[src/rtl/rob_pkg.sv]
// Shared types and default sizes for the ROB commit stage.
package rob_pkg;

  localparam int unsigned DEF_INSTR_COUNT  = 2;
  localparam int unsigned DEF_P_ADDR_WIDTH = 7;

  typedef enum logic [1:0] {
    RUN,
    DRAIN,
    HALTED
  } commit_state_t;

  typedef logic [DEF_P_ADDR_WIDTH-1:0] preg_t;

endpackage

[src/rtl/rob_commit_rel_fifo.sv]
// Release FIFO: up to LANES in-order pushes per cycle (compacted), one pop per cycle,
// registered head value and valid.
module rel_fifo
  import rob_pkg::*;
#(
  parameter int unsigned LANES = DEF_INSTR_COUNT,
  parameter int unsigned WIDTH = DEF_P_ADDR_WIDTH,
  parameter int unsigned DEPTH = 8,
  localparam int unsigned PTR_W = $clog2(DEPTH),
  localparam int unsigned CNT_W = $clog2(DEPTH + 1)
) (
  input  logic                   clk,
  input  logic                   rst_n,
  input  logic [LANES-1:0]       push_en,
  input  logic [LANES*WIDTH-1:0] push_data,
  input  logic                   pop,
  output logic                   head_valid,
  output logic [WIDTH-1:0]       head_data,
  output logic [CNT_W-1:0]       count
);

  logic [WIDTH-1:0] mem_q [DEPTH];
  logic [WIDTH-1:0] mem_n [DEPTH];
  logic [PTR_W-1:0] rd_q, rd_n, wr_q, wr_n;
  logic [CNT_W-1:0] cnt_q, cnt_n, n_push;
  logic             deq;

  // Enabled lanes land at consecutive write slots, lowest lane first.
  always_comb begin
    mem_n  = mem_q;
    wr_n   = wr_q;
    n_push = '0;
    deq    = pop & head_valid;
    for (int unsigned i = 0; i < LANES; i++) begin
      if (push_en[i]) begin
        mem_n[wr_n] = push_data[i*WIDTH +: WIDTH];
        wr_n        = wr_n + PTR_W'(1);
        n_push      = n_push + CNT_W'(1);
      end
    end
    rd_n  = rd_q + PTR_W'(deq);
    cnt_n = cnt_q + n_push - CNT_W'(deq);
  end

  always_ff @(posedge clk) begin
    mem_q <= mem_n;
  end

  always_ff @(posedge clk) begin
    if (!rst_n) begin
      rd_q       <= '0;
      wr_q       <= '0;
      cnt_q      <= '0;
      head_valid <= 1'b0;
      head_data  <= '0;
    end else begin
      rd_q       <= rd_n;
      wr_q       <= wr_n;
      cnt_q      <= cnt_n;
      head_valid <= (cnt_n != '0);
      head_data  <= mem_n[rd_n];
    end
  end

  assign count = cnt_q;

endmodule

[src/rtl/rob_commit.sv]
// In-order retirement at the ROB head: thermometer pop, physical register release
// queue toward the free list, halt/drain sequencing and a retired-instruction counter.
module rob_commit
  import rob_pkg::*;
#(
  parameter int unsigned INSTR_COUNT  = DEF_INSTR_COUNT,
  parameter int unsigned P_ADDR_WIDTH = DEF_P_ADDR_WIDTH,
  parameter int unsigned REL_DEPTH    = 8,
  parameter int unsigned CNT_WIDTH    = 32
) (
  input  logic                              clk,
  input  logic                              rst_n,
  input  logic [INSTR_COUNT-1:0]            rob_valid,
  input  logic [INSTR_COUNT-1:0]            rob_exec,
  input  logic [INSTR_COUNT*P_ADDR_WIDTH-1:0] rob_ppdst,
  output logic [INSTR_COUNT-1:0]            rob_pop,
  output logic                              rel_valid,
  output logic [P_ADDR_WIDTH-1:0]           rel_preg,
  input  logic                              rel_ready,
  input  logic                              halt_req,
  output logic                              halted,
  output logic [CNT_WIDTH-1:0]              commit_cnt
);

  localparam int unsigned FCNT_W = $clog2(REL_DEPTH + 1);
  localparam int unsigned POP_W  = $clog2(INSTR_COUNT + 1);

  commit_state_t          state_q, state_n;
  logic [INSTR_COUNT-1:0] ok;
  logic [INSTR_COUNT-1:0] push_en;
  logic [FCNT_W-1:0]      fifo_count;
  logic                   space;
  logic [POP_W-1:0]       n_retire;

  // Prefix AND keeps retirement in order: a younger entry needs every older one ready.
  always_comb begin
    ok    = '0;
    ok[0] = rob_valid[0] & rob_exec[0];
    for (int unsigned i = 1; i < INSTR_COUNT; i++) begin
      ok[i] = ok[i-1] & rob_valid[i] & rob_exec[i];
    end
  end

  // Worst-case room for a full commit group, from the registered count only.
  assign space = (fifo_count <= FCNT_W'(REL_DEPTH - INSTR_COUNT));

  always_comb begin
    state_n = state_q;
    rob_pop = '0;
    case (state_q)
      RUN: begin
        if (space && rst_n) rob_pop = ok;
        if (halt_req) state_n = DRAIN;
      end
      DRAIN: begin
        if (!halt_req)              state_n = RUN;
        else if (fifo_count == '0)  state_n = HALTED;
      end
      HALTED: begin
        if (!halt_req) state_n = RUN;
      end
      default: state_n = RUN;
    endcase
  end

  // Register 0 is architecturally pinned, so it is retired but never released.
  always_comb begin
    push_en  = '0;
    n_retire = '0;
    for (int unsigned i = 0; i < INSTR_COUNT; i++) begin
      push_en[i] = rob_pop[i] & (rob_ppdst[i*P_ADDR_WIDTH +: P_ADDR_WIDTH] != '0);
      n_retire   = n_retire + POP_W'(rob_pop[i]);
    end
  end

  always_ff @(posedge clk) begin
    if (!rst_n) begin
      state_q    <= RUN;
      halted     <= 1'b0;
      commit_cnt <= '0;
    end else begin
      state_q    <= state_n;
      halted     <= (state_n == HALTED);
      commit_cnt <= commit_cnt + CNT_WIDTH'(n_retire);
    end
  end

  rel_fifo #(
    .LANES (INSTR_COUNT),
    .WIDTH (P_ADDR_WIDTH),
    .DEPTH (REL_DEPTH)
  ) u_rel_fifo (
    .clk        (clk),
    .rst_n      (rst_n),
    .push_en    (push_en),
    .push_data  (rob_ppdst),
    .pop        (rel_ready),
    .head_valid (rel_valid),
    .head_data  (rel_preg),
    .count      (fifo_count)
  );

endmodule
[config.mk]
export PLATFORM = sky130hd
export DESIGN_NAME = rob_commit
export DESIGN_NICKNAME = d
export VERILOG_FILES = /design/src/rtl/rob_pkg.sv /design/src/rtl/rob_commit_rel_fifo.sv /design/src/rtl/rob_commit.sv
export SDC_FILE = /design/constraint.sdc
export NUM_CORES = 1
export LEC_CHECK = 0
export CAP_MARGIN = 20
export CORE_UTILIZATION = 53
export CTS_CLUSTER_DIAMETER = 120
export CTS_CLUSTER_SIZE = 16
export DETAILED_ROUTE_END_ITERATION = 12
export PLACE_DENSITY = 0.8
export SYNTH_ARGS = -nofsm -noshare
export SYNTH_HDL_FRONTEND = slang
export SYNTH_SLANG_ARGS = --single-unit
[constraint.sdc]
create_clock -name clk -period 10.75 [get_ports clk]
set_input_delay 2.15 -clock clk [delete_from_list [all_inputs] [get_ports clk]]
set_output_delay 2.15 -clock clk [all_outputs]
set_load 0.02 [all_outputs]
==> Word level (Yosys, flattened, before mapping) <==
Cells that the tools add are included.
{ "totals": {"regBits": 109, "latchBits": 0, "ramBits": 0, "rom_bits": 0, "in_bits": 22, "wordCells": 72, "memories": 0} }
{ "classes": {"add_sub_neg": 8, "mul": 0, "div": 0, "order_cmp": 6, "n_eq_ne": 3, "n_shift": 0, "n_mux": 22, "n_bitwise": 9, "n_reduce_logical": 8} }
{ "op_table": {"columns": ["operator", "count"], "rows": [
  ["$bwmux W56", 2],
  ["$mux W56", 2],
  ["$demux W7 S3", 2],
  ["$add A32 B2 Y32", 1],
  ["$mux W7", 4],
  ["$bmux W7 S3", 1],
  ["$reduce_bool A7 Y1", 2],
  ["$ge A4 B4 Y1 const B", 3],
  ["$mux W2", 6],
  ["$not A3 Y4", 3],
  ["$lt A4 B1 Y1 const B", 2],
  ["$add A3 B1 Y3 const B", 2],
  ["$and A1 B1 Y1", 6],
  ["$mux W3", 2],
  ["$pmux W2 S3", 1],
  ["$add A4 B4 Y4", 1],
  ["$eq A2 B2 Y1 const B", 2],
  ["$le A4 B3 Y1 const B", 1],
  ["$logic_not A4 Y1", 1],
  ["$mux W4", 1],
  ["$reduce_bool A4 Y1", 1],
  ["$sub A4 B1 Y4", 1],
  ["$add A3 B1 Y3", 1],
  ["$logic_and A1 B1 Y1", 3],
  ["other kinds (5)", 5]
]} }

==> Depth between registers and ports, before layout <==
{ "logic_depth": {"ltp_word": 17, "ltp_mapped": 19} }

==> Hierarchy <==
A second synthesis with hierarchy kept.
{ "hier_totals": {"hier_cells": 593, "area_unflattened_um2": 5545.3} }
{ "modules_own_cells": {"columns": ["mod", "instances", "cells_per_inst", "area_each_um2", "seq_area_each_um2"], "rows": [
  ["rel_fifo", 1, 397, 3848.7, 1481.4],
  ["rob_commit", 1, 196, 1696.6, 700.7]
]} }

==> Worst setup path after synthesis <==
Ideal clock, no wire load.
{ "synth_timing": {"path_kind": "input to output", "startpoint": "input port rst_n", "endpoint": "output port rob_pop[1]", "t_arrival_ps": 3706, "required_time_ps": 8600, "setup_slack_ps": 4894, "stages": 8, "cell_sequence": "and3_1 > nand4_1 > buf_4 > inv_1 > buf_2 > buf_1 > nand3_1 > inv_1"} }
{ "synth_via": {"elab_chain_len": 3} }
{ "synth_rtl": {"columns": ["item", "line_no", "text"], "rows": [
  ["from (decl)", "rob_commit.sv:12", "input logic rst_n,"],
  ["$logic_and A1 B1 Y1", "rob_commit.sv:52", "if (space && rst_n) rob_pop = ok;"],
  ["$mux W2", "rob_commit.sv:52", null],
  ["$mux W2", "rob_commit.sv:50", "case (state_q)"],
  ["to (decl)", "rob_commit.sv:16", "output logic [INSTR_COUNT-1:0] rob_pop,"]
]} }
No other way between the ends.

==> Worst setup path after layout <==
Ends and elaborated chain as after synthesis.

==> flow_summary.json <==
{
  "clock_latency_ns": 0.36,
  "postCtsSetupBuffers": 0,
  "netlist.area_leader.share_pct": 36.1,
  "r2r-end": "u_rel_fifo.head_valid",
  "core_area_mm2": 0.0110,
  "start_util_pct": 55.0,
  "die_w_um": 109,
  "status": "finished, final reports clean",
  "end_kind": "output port",
  "crit_path_frequent_cell": "buf_4",
  "drt_iter0_markers": 405,
  "overflow": 0,
  "die_y_um": 109,
  "rsz0062_at_grt": "no",
  "drv_slew": 0,
  "post_cts_resized": 0,
  "cp.arrival_ns": 4.89,
  "ios": 65,
  "cp-startpoint": "rst_n",
  "die_area_mm2": 0.0118,
  "required_ns": 8.60,
  "grt_antenna_before_repair": 0,
  "slowest_stage": "clkdlybuf4s50_1",
  "total_power_uw": 1170,
  "grt_max_degree": 49,
  "max_stage_delay_ns": 0.61,
  "cts_num_sinks": 109,
  "drt_pass1_iterations": 7,
  "h-tree-depth": 3,
  "synth_area_leaders": "dfxtp_1, mux2i_1, nand3_1, and2_1, inv_1",
  "fmax_mhz": 142,
  "async_flop_share_pct": 0,
  "netlist_instances": 688,
  "slew_headroom_pct": 42.3,
  "ir_drop_uv": 142,
  "min-delay-start": "state_q[0]",
  "drive_above_1_share_pct": 7.43,
  "root_buffer": "clkbuf_16",
  "final_cell_mix": "dfxtp_1, clkdlybuf4s50_1, inv_1",
  "maxCapViolCount": 0,
  "holdPathStages": 1,
  "place_congestion": 0.930,
  "ys_warn_count": 0,
  "r2r_start": "u_rel_fifo.count[3]",
  "grt_pass1_wl_um": 25700,
  "fin_crit_sh_pct": 65.5,
  "vias": 5432,
  "avgViaCountPerCell": 6.27,
  "min_to": "halted",
  "ys_types": 65,
  "diodes": 0,
  "fill_cells": 873,
  "place_hpwl_um": 11100,
  "cts.reportedPaths.clkPinSlew_ns": 0.06,
  "reg2regPathDepth": 19,
  "power.density_mw_per_mm2": 168,
  "drt-total-wl_um": 15900,
  "fin_nets": 758,
  "yosysSeqAreaShare_pct": 36.1,
  "cts_buffer_depth": 2,
  "netlist_area_mm2": 0.00604,
  "synth_top_area_cell": "dfxtp_1",
  "synth_edf_count": 0,
  "critical_path.max_fanout": 48,
  "syn_nets": 724,
  "period_needed_ns": 7.04,
  "areaGrowthSynthToFinish_pct": 15.4,
  "final_hold_viol_count": 0,
  "finalClockSkew_ns": 0.0118,
  "synth.avg_cell_area_um2": 8.77,
  "setup-tns-final_ns": 0,
  "drtAntennaViolNets": 0,
  "setup_viol": 0,
  "cts_tree": "done",
  "crit_family": "buffers and inverters",
  "criticalPathCategory": "input pin to output port",
  "grt_usage_pct": 28.0,
  "path_buf_inv": 7,
  "drcViolationCount": 0,
  "start_kind": "input pin",
  "r2r_setup_slack_ns": 6.47,
  "portBuffers": 64,
  "std_cell_rows": 38,
  "synth-seq-cells": 109,
  "tightest_slew_ns": 0.856,
  "grt_pass1_vias": 5184,
  "worst_hold_path_type": "flop to flop",
  "p_leak_uw": 0.00290,
  "wl_per_cell_um": 18.3,
  "final_common_cell": "dfxtp_1",
  "synth_flop_cell": "dfxtp_1",
  "cts_buffers": 9,
  "postCtsHoldBufs": 0,
  "cp_cell_sequence": "clkdlybuf4s50_1 -> buf_4 -> and3_1 -> nand4_1 -> buf_4 -> inv_1 -> buf_4 -> nand3_1 -> inv_1 -> clkdlybuf4s50_1"
}
==> layer usage <==
metal | part of all wire [%] | track usage, %
met5 | 0 | 0
met4 | 2.3 | 11.8
met3 | 8.2 | 5.44
met2 | 45 | 44.5
met1 | 44 | 37.1
==> stage by stage <==
stage | cells | util (%) | setup slack (ns) | hold WS [ns] | area [µm²]
after floorplan | 688 | - | 4.89 | 0.459 | 6040
after global placement | 851 | 60.5 | 3.74 | 0.482 | 6650
after detailed placement | 851 | 60.5 | 3.71 | 0.481 | 6650
after CTS | 867 | 63.4 | 3.71 | 0.495 | 6960
after global routing | 867 | 63.4 | 3.57 | 0.527 | 6960
final | 867 | 63.4 | 3.71 | 0.496 | 6960
==> cell type report <==
class / count / area [µm²] / area share [%]
multi-input cells: 489 / 3450 / 49.6
flip-flops and latches: 109 / 2180 / 31.3
repair buffers: 68 / 671 / 9.63
clock buffers: 11 / 253 / 3.63
well taps: 140 / 175 / 2.52
inverters: 45 / 169 / 2.43
clock inverters: 5 / 63.8 / 0.916
==> cell families (layout without fill, tap and decap cells) <==
group / count (synthesis) / in the layout / share of synthesized area, %
xor gates and xnor gates: 30 / 30 / 4.35
AOI/OAI and AO/OA: 180 / 180 / 20.8
adders and majority gates: 14 / 14 / 3.15
buffers and inverters: 90 / 129 / 6.69
and+or+nand+nor: 213 / 213 / 19.9
DFF: 109 / 109 / 36.1
muxes: 52 / 52 / 8.91
==> Yosys cell counts, types with 12 or more instances <==
| master | n |
|---|---|
| a21oi_1 | 33 |
| and2_1 | 27 |
| buf_2 | 20 |
| clkbuf_1 | 15 |
| dfxtp_1 | 109 |
| ha_1 | 12 |
| inv_1 | 45 |
| mux2i_1 | 38 |
| nand2_1 | 32 |
| nand3_1 | 38 |
| nor2_1 | 26 |
| nor3_1 | 21 |
| o21a_1 | 19 |
| o21ai_0 | 33 |
| o22ai_1 | 18 |
| or3_1 | 13 |
| xnor2_1 | 19 |
==> report_power, final <==
part | internal [µW] | switching [µW]
Combinational | 145 | 175
Clock | 196 | 159
Sequential | 470 | 23.9
==> registers in the layout (all words and copies together) (netlist names) <==
register	count
state_q	2
u_rel_fifo.rd_q	3
u_rel_fifo.mem_q	56
u_rel_fifo.head_valid	1
halted	1
commit_cnt	32
u_rel_fifo.wr_q	3
u_rel_fifo.head_data	7
u_rel_fifo.count	4
==> worst max path at each step <==
stage / to / slack (ns) / cells after the start
2_1_floorplan: rob_pop[1] / 4.89 / 8
4_1_cts: rob_pop[1] / 3.71 / 10
6_report: rob_pop[1] / 3.71 / 10
3_5_place_dp: rob_pop[1] / 3.71 / 10
3_3_place_gp: rob_pop[1] / 3.74 / 10
5_1_grt: rob_pop[1] / 3.57 / 10
(Power assumes the default switching activity.)
